### src/rtl/bin2bcd_seq.sv
// Iterative double-dabble binary-to-BCD converter: one shift-add-3 step per clock,
// with the packed BCD result and a display-overflow flag held until the next conversion.
module bin2bcd_seq #(
    parameter int W      = 16,
    parameter int DIGITS = 5
) (
    input  logic                  clk,
    input  logic                  rst,
    input  logic [W-1:0]          bin_in,
    input  logic                  in_valid,
    output logic                  in_ready,
    output logic [4*DIGITS-1:0]   bcd_out,
    output logic                  out_valid,
    output logic                  overflow
);

    localparam int BW = 4 * DIGITS;
    localparam int CW = $clog2(W + 1);

    typedef enum logic [1:0] {IDLE, SHIFT, DONE} state_t;

    state_t          state_q, state_d;
    logic [W-1:0]    bin_q, bin_d;
    logic [BW-1:0]   work_q, work_d;
    logic [CW-1:0]   cnt_q, cnt_d;
    logic [BW-1:0]   bcd_q, bcd_d;
    logic            ovf_q, ovf_d;
    logic            vld_q, vld_d;

    logic [BW-1:0]   adj;
    logic            hi_nz;

    // Per-digit +3 correction; digits never carry into each other.
    always_comb begin
        adj = '0;
        for (int i = 0; i < DIGITS; i++) begin
            adj[4*i +: 4] = work_q[4*i +: 4] + ((work_q[4*i +: 4] >= 4'd5) ? 4'd3 : 4'd0);
        end
    end

    // The display shows four digits; anything in digit 4 and up cannot be shown.
    always_comb begin
        hi_nz = 1'b0;
        for (int i = 4; i < DIGITS; i++) begin
            hi_nz = hi_nz | (|work_q[4*i +: 4]);
        end
    end

    always_comb begin
        state_d = state_q;
        bin_d   = bin_q;
        work_d  = work_q;
        cnt_d   = cnt_q;
        bcd_d   = bcd_q;
        ovf_d   = ovf_q;
        vld_d   = 1'b0;
        case (state_q)
            IDLE: begin
                if (in_valid) begin
                    bin_d   = bin_in;
                    work_d  = '0;
                    cnt_d   = CW'(W);
                    state_d = SHIFT;
                end
            end
            SHIFT: begin
                work_d = {adj[BW-2:0], bin_q[W-1]};
                bin_d  = bin_q << 1;
                cnt_d  = cnt_q - CW'(1);
                if (cnt_q == CW'(1)) begin
                    state_d = DONE;
                end
            end
            DONE: begin
                bcd_d   = work_q;
                ovf_d   = hi_nz;
                vld_d   = 1'b1;
                state_d = IDLE;
            end
            default: state_d = IDLE;
        endcase
    end

    always_ff @(posedge clk or negedge rst) begin
        if (!rst) begin
            state_q <= IDLE;
            bin_q   <= '0;
            work_q  <= '0;
            cnt_q   <= '0;
            bcd_q   <= '0;
            ovf_q   <= 1'b0;
            vld_q   <= 1'b0;
        end else begin
            state_q <= state_d;
            bin_q   <= bin_d;
            work_q  <= work_d;
            cnt_q   <= cnt_d;
            bcd_q   <= bcd_d;
            ovf_q   <= ovf_d;
            vld_q   <= vld_d;
        end
    end

    // Gated by rst so a requester never sees ready while the block is held in reset.
    assign in_ready  = rst && (state_q == IDLE);
    assign bcd_out   = bcd_q;
    assign overflow  = ovf_q;
    assign out_valid = vld_q;

endmodule

### config.mk
export PLATFORM = sky130hd
export DESIGN_NAME = bin2bcd_seq
export DESIGN_NICKNAME = d
export VERILOG_FILES = /design/src/rtl/bin2bcd_seq.sv
export SDC_FILE = /design/constraint.sdc
export NUM_CORES = 1
export LEC_CHECK = 0
export ABC_AREA = 0
export CAP_MARGIN = 25
export CORE_UTILIZATION = 59
export DETAILED_ROUTE_END_ITERATION = 8
export PLACE_DENSITY = 0.85
export REMOVE_ABC_BUFFERS = 1
export SLEW_MARGIN = 10
export SYNTH_ARGS = -nofsm -noshare
export SYNTH_HDL_FRONTEND = slang
export SYNTH_SLANG_ARGS = --single-unit
export TNS_END_PERCENT = 20
### constraint.sdc
create_clock -name clk -period 4.96 [get_ports clk]
set_input_delay 0.992 -clock clk [delete_from_list [all_inputs] [get_ports clk]]
set_output_delay 0.992 -clock clk [all_outputs]
set_load 0.005 [all_outputs]
==> run metrics <==
status=completed; RePlAce Congestion=0.8139; post-synthesis average cell area=roughly 11 µm²; worst-skew pair later-pin latency=between 0.3 and 0.4 ns; Clock Tree Root=clkbuf_8; global-route wire length before repair=10590 µm; vias in the first global route=2296; Ports=42; WL per Instance=16.41 µm; Post-DP Area=0.003573 mm²; Synth Instances=284; final cell area excluding filler cells=between 0.003 and 0.004 mm²; fin util=73.89%; total CTS buffers=9; post-CTS sizing=0; post-synth top area share=51.94%; die span in y=74.86 µm; reg-to-reg endpoint=cnt_q[3]$_DFFE_PN0P_; Layout Nets=360; largest net degree at the start of global routing=66; power share of the combinational group=between 40 and 50%; Die Wd=74.86 µm; DR vias/cell=5.975; Clock Power Share=approximately 18%; HP Start=bcd_out[17]$_DFFE_PN0P_; die area=0.005603 mm²; Initial DRC Count=around 230; cell depth of the worst hold path=2; row cnt=26; synthesized area=0.003132 mm²; CP Capture Point=in_ready; fin crit share=57.20%; Post-Route Skew=~0.0052 ns; Min Clock Period, post-route=2.837 ns; initial antenna violation count=0; worst setup path class=reg2out; register bit total from synthesis=65; switching power=approximately 0.89 mW; Synth area leader=dfrtp_1; R2R Path Start=state_q[0]$_DFFE_PN0P_; htree depth=3; Sw Ratio=37.14%; setup bufs post-CTS=0; commonest non-fill, non-tap cell in the layout=dfrtp_1; residual DRC count=0; final hold violation count=0; Reg clk slew, reported paths=~0.07 ns; P_int=1.513 mW; sequential power share=41.5%; Area Growth Syn to Fin=20.50%; hold crit path type=reg2reg; Initial Utilization=61.32%; leakage power=1.678 nW; Post-DRT Antenna Nets=0; Worst setup SP type=register; synth top area cells=dfrtp_1 (52%), o21ai_0 (5.9%), mux2_2 (5.0%), ha_1 (4.4%), a22oi_1 (3.6%); Max Slew Vio Count=0; gr usage total=25.58%; IO buf count=41; Slew HR=46.01%; Final setup viols=0; unrepaired setup endpoints after global routing=false; crit path max fanout=24; cts-stage hold buffer count=0; reg2reg setup slack=2.82 ns; Setup crit start=state_q[1]$_DFFE_PN0P_; gr ovfl total=0; CTS tree=done; Arr. time, crit path=~1.9 ns; achievable clock frequency=352.5 MHz; Worst Max-Slew Pin Slew=0.8099 ns; ant diodes=0; Crit. End Element=output pin; core area=between 0.005 and 0.006 mm²; Syn. warnings=0; Power, Total=2.407 mW; MaxCap Viol Count=0; Critical Path RT=3.97 ns; Post-Route WL=about 6600 µm; Via Count=2390; Power Density=637.7 mW/mm²; fraction of layout cells with a size suffix above 1=approximately an eighth; HPWL Detailed=just over 4000 µm; FF-to-FF path depth=3; # clock sinks=65; number of distinct library cells after synthesis=32; sequential cell area fraction in the yosys report=between 50% and 60%; most frequent cells in the layout=dfrtp_1 (65), clkdlybuf4s50_1 (40), o21ai_0 (37), a21oi_1 (19); Setup TNS=0 ns; router iterations before antenna repair=4; maximum vdd drop=0.3799 mV; Max clock buf depth=2
==> synth_stat cells <==
cell      number
mux2i_1        1
buf_2         10
nand3_1        4
a21o_1         1
nand3b_1       6
nor3b_1        2
clkbuf_1       5
mux2_2        14
a21oi_1       19
buf_6          2
xnor2_1        3
nor3_1         2
o21ai_1        1
a32oi_1        4
a22oi_1       15
or2_2          1
or3b_1         2
nand2b_1       7
o21bai_2       1
nor4b_1        1
inv_1         13
fa_1           5
o21ai_0       37
dfrtp_1       65
and2_1         1
ha_1          11
o22ai_1        1
a22o_1        10
nor4_1         5
nand2_1       16
nor2b_1       17
xor2_1         2
==> worst min path at each step <==
| stage | end | slack (ns) |
|---|---|---|
| floorplan | cnt_q[3]$_DFFE_PN0P_ | 0.46 |
| global placement | bcd_out[14]$_DFFE_PN0P_ | 0.46 |
| detailed placement | bcd_out[10]$_DFFE_PN0P_ | 0.47 |
| CTS | bcd_out[10]$_DFFE_PN0P_ | 0.49 |
| global route | bcd_out[1]$_DFFE_PN0P_ | 0.51 |
| finish | bcd_out[17]$_DFFE_PN0P_ | 0.48 |
==> logic make-up after synthesis <==
family          Yosys count  share of synthesized area [%]
simple gates             64                          11.83
compound gates           89                          17.42
mux                      15                          5.354
buf+inv                  30                          4.475
xor+xnor                  5                          1.399
fa+ha+maj                16                          7.591
flops                    65                          51.94
==> power by group through the flow <==
stage	clock network (mW)	registers, mW	logic, mW
4_1_cts	0.436	0.994	0.982
3_3_place_gp	0	0.982	0.898
3_5_place_dp	0	0.996	0.969
2_1_floorplan	0	0.941	0.636
5_1_grt	0.456	1.03	1.10
6_report	0.428	1.00	0.979
==> sequential cells by signal (all words and copies together) (netlist names) <==
signal	count
bcd_out	20
bin_q	16
cnt_q	5
out_valid	1
overflow	1
state_q	2
work_q	20
==> layout make-up <==
type	instances	area, µm²
inverter	13	48.80
multi-input combinational	189	1368
timing repair buffer	47	450.4
clock inverter	2	10.01
clock buffer	14	182.7
tap	70	87.58
fill	355	1334
sequential	65	1627
==> through the flow <==
stage          instances  hold WS (ns)  worst slack [ns]
3_3_place_gp         383        0.4607             2.060
6_report             400        0.4806             2.123
5_1_grt              400        0.5149             2.001
4_1_cts              399        0.4865             2.106
3_5_place_dp         383        0.4710             1.960
2_1_floorplan        267        0.4606             2.762
==> per-layer routing <==
| metal | global-route usage [%] | routed length, µm | vias to the layer above |
|---|---|---|---|
| met1 | 34.49 | 2818 | 1218 |
| met2 | 41.04 | 3401 | 71 |
| met5 | 0 | 0 | - |
| li1 | - | - | 1088 |
| met3 | 4.418 | 248 | 13 |
| met4 | 11.11 | 94 | 0 |
==> worst max-delay path, cell delays in order (launching register included) <==
cell,delay (ns)
dfrtp_1,0.66
nor3b_1,0.31
clkdlybuf4s50_1,0.55
No activity file was read; power rests on OpenSTA's default activity.
